## config.mk

```make
export PLATFORM = sky130hd
export DESIGN_NAME = muldiv_iter_flat
export DESIGN_NICKNAME = d
export VERILOG_FILES = /design/src/rtl/muldiv_iter_pkg.sv /design/src/rtl/muldiv_iter_if.sv /design/src/rtl/muldiv_step.sv /design/src/rtl/muldiv_iter.sv /design/src/flat_wrapper.sv
export SDC_FILE = /design/constraint.sdc
export NUM_CORES = 1
export LEC_CHECK = 0
export ABC_AREA = 1
export BUFFER_PORTS_ARGS = -buffer_cell sky130_fd_sc_hd__buf_4
export CELL_PAD_IN_SITES_DETAIL_PLACEMENT = 1
export CELL_PAD_IN_SITES_GLOBAL_PLACEMENT = 1
export CORE_AREA = 2 2 207 209
export CTS_CLUSTER_SIZE = 12
export DETAILED_ROUTE_END_ITERATION = 12
export DIE_AREA = 0 0 209 211
export GPL_ROUTABILITY_DRIVEN = 0
export PLACE_DENSITY = 0.78
export SLEW_MARGIN = 15
export SYNTH_ARGS = -nofsm -noshare
export SYNTH_HDL_FRONTEND = slang
export SYNTH_SLANG_ARGS = --single-unit
```

## constraint.sdc

```tcl
create_clock -name clk -period 6.6 [get_ports clk]
set_input_delay 0 -clock clk [delete_from_list [all_inputs] [get_ports clk]]
set_output_delay 0 -clock clk [all_outputs]
set_load 0.01 [all_outputs]
```

## src/rtl/muldiv_iter_pkg.sv

```systemverilog
// Shared opcode values, FSM states and opcode decode helpers for the iterative multiply/divide unit.
// Optional build macro used by this block: MDU_DIV0_EN (zero-divisor fast path and div0 flag).
package muldiv_iter_pkg;

   localparam int OP_MULTU = 3;
   localparam int OP_DIVU  = 4;
   localparam int OP_MULT  = 13;
   localparam int OP_DIV   = 14;

   typedef enum logic [1:0] {
      S_IDLE = 2'd0,
      S_BUSY = 2'd1,
      S_DONE = 2'd2
   } state_t;

   typedef enum logic {
      M_MUL = 1'b0,
      M_DIV = 1'b1
   } mode_t;

   function automatic logic op_legal(input int op_code);
      return (op_code == OP_MULTU) || (op_code == OP_DIVU) ||
             (op_code == OP_MULT)  || (op_code == OP_DIV);
   endfunction

   function automatic logic op_is_div(input int op_code);
      return (op_code == OP_DIVU) || (op_code == OP_DIV);
   endfunction

   function automatic logic op_is_signed(input int op_code);
      return (op_code == OP_MULT) || (op_code == OP_DIV);
   endfunction

endpackage

```

## src/rtl/muldiv_iter_if.sv

```systemverilog
// Request/response bundle of the multiply/divide unit; the div0 flag exists only with MDU_DIV0_EN.
interface muldiv_iter_if #(
   parameter int WIDTH = 32,
   parameter int OP_W  = 4
);
   logic             flush;
   logic             in_valid;
   logic             in_ready;
   logic [OP_W-1:0]  op;
   logic [WIDTH-1:0] x;
   logic [WIDTH-1:0] y;
   logic             out_valid;
   logic             out_ready;
   logic [WIDTH-1:0] lo;
   logic [WIDTH-1:0] hi;
   logic             busy;
`ifdef MDU_DIV0_EN
   logic             div0;

   modport master (
      output flush, in_valid, op, x, y, out_ready,
      input  in_ready, out_valid, lo, hi, busy, div0
   );
   modport slave (
      input  flush, in_valid, op, x, y, out_ready,
      output in_ready, out_valid, lo, hi, busy, div0
   );
`else
   modport master (
      output flush, in_valid, op, x, y, out_ready,
      input  in_ready, out_valid, lo, hi, busy
   );
   modport slave (
      input  flush, in_valid, op, x, y, out_ready,
      output in_ready, out_valid, lo, hi, busy
   );
`endif
endinterface

```

## src/rtl/muldiv_step.sv

```systemverilog
// One combinational iteration: radix-2 shift-add (multiply) or restoring subtract (divide).
// Accumulator layout: upper half = partial product / partial remainder, lower half = multiplier / dividend+quotient.
module muldiv_step
   import muldiv_iter_pkg::*;
#(
   parameter int WIDTH = 32
) (
   input  logic [2*WIDTH-1:0] i_acc,
   input  logic [WIDTH-1:0]   i_opnd,
   input  mode_t              i_mode,
   output logic [2*WIDTH-1:0] o_acc,
   output logic               o_qbit
);

   logic [WIDTH:0] w_sum;
   logic [WIDTH:0] w_shift;
   logic [WIDTH:0] w_diff;

   // NOTE: every output of a combinational block gets a default first, so no path can infer a latch.
   always_comb begin
      o_acc   = '0;
      o_qbit  = 1'b0;
      w_sum   = {1'b0, i_acc[2*WIDTH-1:WIDTH]} + {1'b0, (i_acc[0] ? i_opnd : {WIDTH{1'b0}})};
      w_shift = {i_acc[2*WIDTH-1:WIDTH], i_acc[WIDTH-1]};
      w_diff  = w_shift - {1'b0, i_opnd};
      if (i_mode == M_MUL) begin
         o_acc = {w_sum, i_acc[WIDTH-1:1]};
      end else begin
         // Non-negative trial difference means the divisor fits: keep it and emit a 1.
         o_qbit = ~w_diff[WIDTH];
         o_acc  = {(o_qbit ? w_diff[WIDTH-1:0] : w_shift[WIDTH-1:0]), i_acc[WIDTH-2:0], 1'b0};
      end
   end

endmodule

```

## src/rtl/muldiv_iter.sv

```systemverilog
// Iterative signed/unsigned multiply/divide unit with valid/ready on both sides and exception flush.
// MDU_DIV0_EN: zero divisor skips the iterations and raises div0 alongside the result.
module muldiv_iter
   import muldiv_iter_pkg::*;
#(
   parameter int WIDTH = 32,
   parameter int OP_W  = 4
) (
   input  logic          clk,
   input  logic          rst,
   muldiv_iter_if.slave  bus
);

   localparam int CNT_W = $clog2(WIDTH + 1);

   state_t               r_state;
   state_t               w_state_nxt;
   logic [CNT_W-1:0]     r_cnt;
   logic [2*WIDTH-1:0]   r_acc;
   logic [WIDTH-1:0]     r_opnd;
   logic [WIDTH-1:0]     r_lo;
   logic [WIDTH-1:0]     r_hi;
   mode_t                r_mode;
   logic                 r_neg_q;
   logic                 r_neg_r;
   logic                 r_div0;

   logic                 w_accept;
   logic                 w_op_div;
   logic                 w_op_signed;
   logic                 w_sx;
   logic                 w_sy;
   logic [WIDTH-1:0]     w_x_mag;
   logic [WIDTH-1:0]     w_y_mag;
   logic [2*WIDTH-1:0]   w_step_acc;
   logic                 w_step_qbit;
   logic [2*WIDTH-1:0]   w_prod;
   logic [WIDTH-1:0]     w_quo;
   logic [WIDTH-1:0]     w_rem;

   assign w_op_div    = op_is_div(int'(bus.op));
   assign w_op_signed = op_is_signed(int'(bus.op));
   assign w_sx        = w_op_signed & bus.x[WIDTH-1];
   assign w_sy        = w_op_signed & bus.y[WIDTH-1];
   assign w_x_mag     = w_sx ? -bus.x : bus.x;
   assign w_y_mag     = w_sy ? -bus.y : bus.y;
   assign w_accept    = (r_state == S_IDLE) & bus.in_valid & ~bus.flush & op_legal(int'(bus.op));

   muldiv_step #(.WIDTH(WIDTH)) u_step (
      .i_acc  (r_acc),
      .i_opnd (r_opnd),
      .i_mode (r_mode),
      .o_acc  (w_step_acc),
      .o_qbit (w_step_qbit)
   );

   // Sign fix-up: magnitudes were iterated, signs are restored on the final BUSY cycle.
   assign w_prod = r_neg_q ? -r_acc : r_acc;
   assign w_quo  = r_neg_q ? -r_acc[WIDTH-1:0] : r_acc[WIDTH-1:0];
   assign w_rem  = r_neg_r ? -r_acc[2*WIDTH-1:WIDTH] : r_acc[2*WIDTH-1:WIDTH];

   always_ff @(posedge clk or negedge rst) begin
      if (!rst) r_state <= S_IDLE;
      else      r_state <= w_state_nxt;
   end

   always_comb begin
      w_state_nxt = r_state;
      unique case (r_state)
         S_IDLE:  if (w_accept)             w_state_nxt = S_BUSY;
         S_BUSY:  if (r_cnt == '0)          w_state_nxt = S_DONE;
         S_DONE:  if (bus.out_ready)        w_state_nxt = S_IDLE;
         default:                           w_state_nxt = S_IDLE;
      endcase
      if (bus.flush) w_state_nxt = S_IDLE;
   end

   // NOTE: sequential state uses non-blocking assignments so every register samples pre-edge values.
   always_ff @(posedge clk or negedge rst) begin
      if (!rst) begin
         r_cnt   <= '0;
         r_acc   <= '0;
         r_opnd  <= '0;
         r_lo    <= '0;
         r_hi    <= '0;
         r_mode  <= M_MUL;
         r_neg_q <= 1'b0;
         r_neg_r <= 1'b0;
         r_div0  <= 1'b0;
      end else begin
         unique case (r_state)
            S_IDLE: begin
               if (w_accept) begin
                  r_mode  <= w_op_div ? M_DIV : M_MUL;
                  r_acc   <= {{WIDTH{1'b0}}, w_x_mag};
                  r_opnd  <= w_y_mag;
                  r_cnt   <= CNT_W'(WIDTH);
                  r_neg_q <= w_sx ^ w_sy;
                  r_neg_r <= w_sx;
                  r_div0  <= 1'b0;
`ifdef MDU_DIV0_EN
                  if (w_op_div && (bus.y == '0)) begin
                     r_acc   <= {bus.x, {WIDTH{1'b1}}};
                     r_cnt   <= '0;
                     r_neg_q <= 1'b0;
                     r_neg_r <= 1'b0;
                     r_div0  <= 1'b1;
                  end
`endif
               end
            end
            S_BUSY: begin
               if (r_cnt != '0) begin
                  r_acc <= {w_step_acc[2*WIDTH-1:1],
                            (r_mode == M_DIV) ? w_step_qbit : w_step_acc[0]};
                  r_cnt <= r_cnt - 1'b1;
               end else if (r_mode == M_MUL) begin
                  r_lo <= w_prod[WIDTH-1:0];
                  r_hi <= w_prod[2*WIDTH-1:WIDTH];
               end else begin
                  r_lo <= w_quo;
                  r_hi <= w_rem;
               end
            end
            default: ;
         endcase
      end
   end

   assign bus.in_ready  = (r_state == S_IDLE);
   assign bus.out_valid = (r_state == S_DONE);
   assign bus.busy      = (r_state != S_IDLE);
   assign bus.lo        = r_lo;
   assign bus.hi        = r_hi;
`ifdef MDU_DIV0_EN
   assign bus.div0      = r_div0 & (r_state == S_DONE);
`endif

endmodule

```

## src/flat_wrapper.sv

```systemverilog
// flat-port wrapper written by rule: the top's interface ports become plain ports
module muldiv_iter_flat import muldiv_iter_pkg::*;
#(
   parameter int WIDTH = 32,
   parameter int OP_W  = 4
)
  (clk, rst, bus_flush, bus_in_valid, bus_op, bus_x, bus_y, bus_out_ready, bus_in_ready, bus_out_valid, bus_lo, bus_hi, bus_busy);
  muldiv_iter_if #(.WIDTH(WIDTH), .OP_W(OP_W)) bus_i ();
  input  logic clk;
  input  logic rst;
  input wire logic [$bits(bus_i.flush)-1:0] bus_flush;
  input wire logic [$bits(bus_i.in_valid)-1:0] bus_in_valid;
  input wire logic [$bits(bus_i.op)-1:0] bus_op;
  input wire logic [$bits(bus_i.x)-1:0] bus_x;
  input wire logic [$bits(bus_i.y)-1:0] bus_y;
  input wire logic [$bits(bus_i.out_ready)-1:0] bus_out_ready;
  output wire logic [$bits(bus_i.in_ready)-1:0] bus_in_ready;
  output wire logic [$bits(bus_i.out_valid)-1:0] bus_out_valid;
  output wire logic [$bits(bus_i.lo)-1:0] bus_lo;
  output wire logic [$bits(bus_i.hi)-1:0] bus_hi;
  output wire logic [$bits(bus_i.busy)-1:0] bus_busy;
  assign bus_i.flush = bus_flush;
  assign bus_i.in_valid = bus_in_valid;
  assign bus_i.op = bus_op;
  assign bus_i.x = bus_x;
  assign bus_i.y = bus_y;
  assign bus_i.out_ready = bus_out_ready;
  assign bus_in_ready = bus_i.in_ready;
  assign bus_out_valid = bus_i.out_valid;
  assign bus_lo = bus_i.lo;
  assign bus_hi = bus_i.hi;
  assign bus_busy = bus_i.busy;
  muldiv_iter #(.WIDTH(WIDTH), .OP_W(OP_W)) u_core (.clk(clk), .rst(rst), .bus(bus_i));
endmodule
```

==> out/results.ini <==
[run_status]
status = finished clean

[synth]
synth_enable_flop_cells = 0
synth_top_area_cell = dfrtp_1
syn-num-nets = 2928
synth.area.top_cells = dfrtp_1 26%, nand2_1 19%, inv_1 8.1%, nand3_1 7.3%, nor2_1 6.7%
synth-main-ff-cell = dfrtp_1
seq_area_frac_synth_pct = 25.7
ys_types = 51
synth_top_area_share_pct = 25.7
ys_seq_elements = 171
netlist_instances = 2783
async_flop_share_pct = 100
yosys_warnings = 0
syn_avg_cell_area_um2 = 5.98
netlist_area_um2 = 16600

[global_route]
overflow = 0
grt_start_max_net_pins = 93
grt_pass1_wl_um = 111000
antenna_found_initial = 2
grt_pass1_vias = 19700
grt_use_total_pct = 32.3

[timing]
tns_ns = 0
fin_ws_ns = 2.88
slew_headroom_pct = 20.8
setup_viol = 0
finalMaxSlewViolations = 0
finClkSkew_ns = 0.0157
rsz0062_at_grt = false
tightest_slew_ns = 1.19
fin_crit_sh_pct = 56.3
hold_ws_ns = 0.0321
final_hold_viol_count = 0
fmax_ghz = 0.269
period_needed_ns = 3.72

[min_path]
min_delay_path_depth = 4
hold_class = in2reg

[die]
core_um2 = 41800
dieArea_um2 = 44100
dieWidth_um = 209
rows = 75
start_util_pct = 39.8
die-height_um = 211
pin_count = 140

[placed_design]
placed_cell_area_um2 = 18100
portBuffers = 139
dp_hpwl_um = 54900
placed_cells = 3390
dp_slack_ns = 2.96

[layout]
fillCellCount = 5692
post-route-cell-area_um2 = 19300
syn_to_final_growth_pct = 16.3
final_core_util_pct = 46.3
nNetsFinal = 3080
diodes = 0
drive_gt1_share_pct = 8.51
finalNonFillerCells = 3487

[setup_path]
worstPathRequired_ns = 6.97
critPathCaptureType = flop
criticalPathCategory = reg2reg
r2r_slack_ns = 2.88
startpoint_type = flop
arrival_ns = 4.08
crit_fanout = 53
reg2reg_depth = 9

[route]
drtIter0Drc = 1780
ant_nets = 0
totalWireLength_um = 71000
first_pass_iters = 7
dr_total_vias = 19600
wl_per_cell_um = 20.4
viasPerCell = 5.63
remaining_drc_errors = 0

[cts]
root_buffer = clkbuf_16
cts_sinks = 171
numCtsBuffers = 17
cts.repair.resized = 0
clock_tree.htree_level_count = 4
cts_buffer_depth = 2
cts_tree = done
path_clk_slew_ns = 0.08
clkLatencyLatePin_ns = 0.49

[power]
p_per_area_nw_per_um2 = 462
p_leak_nw = 10.1
power_mw = 8.93
ir_drop_v = 0.000195

[flow_run]
maxCapViolCount = 0

==> path summary, 6_finish.rpt <==
kind / startpoint / end
min in group asynchronous: rst / u_core.bus.hi[25]$_DFFE_PN0P_
min: bus_x[25] / u_core.r_acc[25]$_DFFE_PN0P_
max in group asynchronous: rst / u_core.r_mode$_DFFE_PN0P_
min reg2reg: u_core.bus.hi[15]$_DFFE_PN0P_ / u_core.bus.hi[15]$_DFFE_PN0P_
max: u_core.r_state[0]$_DFFE_PN0P_ / u_core.r_acc[0]$_DFFE_PN0P_
max reg2reg: u_core.r_state[0]$_DFFE_PN0P_ / u_core.r_acc[0]$_DFFE_PN0P_
==> placed cells by master, fill, tap and decap left out, drive strengths merged, types with 2 or more instances in the layout <==
cell	n
or2	13
and2	3
nand2	875
buf	153
nand3	243
clkbuf	17
a31o	2
a22oi	8
o22a	2
nor2	308
nor4	5
clkinv	4
a21oi	155
o21a	2
xnor2	23
o22ai	4
o21bai	13
xor2	55
o211ai	4
fa	2
inv	385
nor3	37
nand4	52
dlygate4sd3	65
o21ai	215
a21o	10
nand3b	15
ha	70
dfrtp	171
o31ai	2
a31oi	28
==> worst max-delay path, cell delays in order, from the launching register on <==
cell and delay (ns):
dfrtp_1 0.39, inv_1 0.08, nor2_2 0.11, buf_4 0.35, nand2_1 0.37, inv_1 0.97
nor2_4 0.06, inv_2 0.71, o22ai_1 0.28, o21bai_1 0.25
==> area by class of cell <==
| cell class | count | area [µm²] | area share [%] |
|---|---|---|---|
| flip-flops and latches | 171 | 4280 | 22.1 |
| repair buffers | 218 | 1800 | 9.32 |
| clock inverters | 15 | 170 | 0.879 |
| inverters | 376 | 1410 | 7.29 |
| well taps | 539 | 674 | 3.49 |
| clock buffers | 17 | 425 | 2.20 |
| multi-input cells | 2151 | 10600 | 54.7 |
==> registers in the layout, summed over array words and instances (netlist names) <==
register	cells
u_core.r_acc	64
u_core.bus.hi	32
u_core.bus.lo	32
u_core.r_opnd	32
u_core.r_cnt	6
u_core.r_state	2
u_core.r_mode	1
u_core.r_neg_q	1
u_core.r_neg_r	1
==> power by group <==
group / internal [mW] / switching, mW / total, mW
clock: 0.542 / 0.535 / 1.08
sequential: 1.43 / 0.650 / 2.08
combinational: 1.82 / 3.95 / 5.77
==> synth_stat cells (3+ instances only) <==
library cell and n:
a21oi_1 154, buf_2 19, o211ai_1 4, inv_2 13
o21ai_0 195, o21bai_1 13, a22oi_1 8, nor2_1 296
dfrtp_1 171, nor3_4 3, inv_1 361, nor2_2 9
nand3b_1 15, buf_4 4, o22ai_1 4, nand3_1 242
a21o_1 10, and2_1 3, or2_2 11, o21ai_2 3
nor2_4 3, xnor2_1 23, nand2_2 13, nand4_1 52
buf_1 9, nand2_1 861, nor3_1 33, clkbuf_1 51
nor4_1 5, ha_1 70, o21ai_1 17, a31oi_1 28
xor2_1 55
==> layer usage <==
metal | up-vias | routed length [µm] | track usage, %
met5 | - | 9 | 0
met2 | 698 | 31700 | 51.3
met1 | 9515 | 32500 | 44.7
li1 | 9279 | - | -
met3 | 138 | 4440 | 4.30
met4 | 2 | 2350 | 12.6
==> logic make-up after synthesis <==
logic type / after synthesis / share of synthesized area, %
adders and majority gates: 72 / 5.50
DFF: 171 / 25.7
buffers and inverters: 461 / 10.7
and+or+nand+nor: 1553 / 39.4
xor gates and xnor gates: 78 / 4.11
AOI/OAI and AO/OA: 448 / 14.5
==> timing repair <==
action,in CTS,in global routing
hold buffers,65,0
endpoints found under the hold margin,118,0
buffers inserted,0,0
No activity file was read; power rests on OpenSTA's default activity.
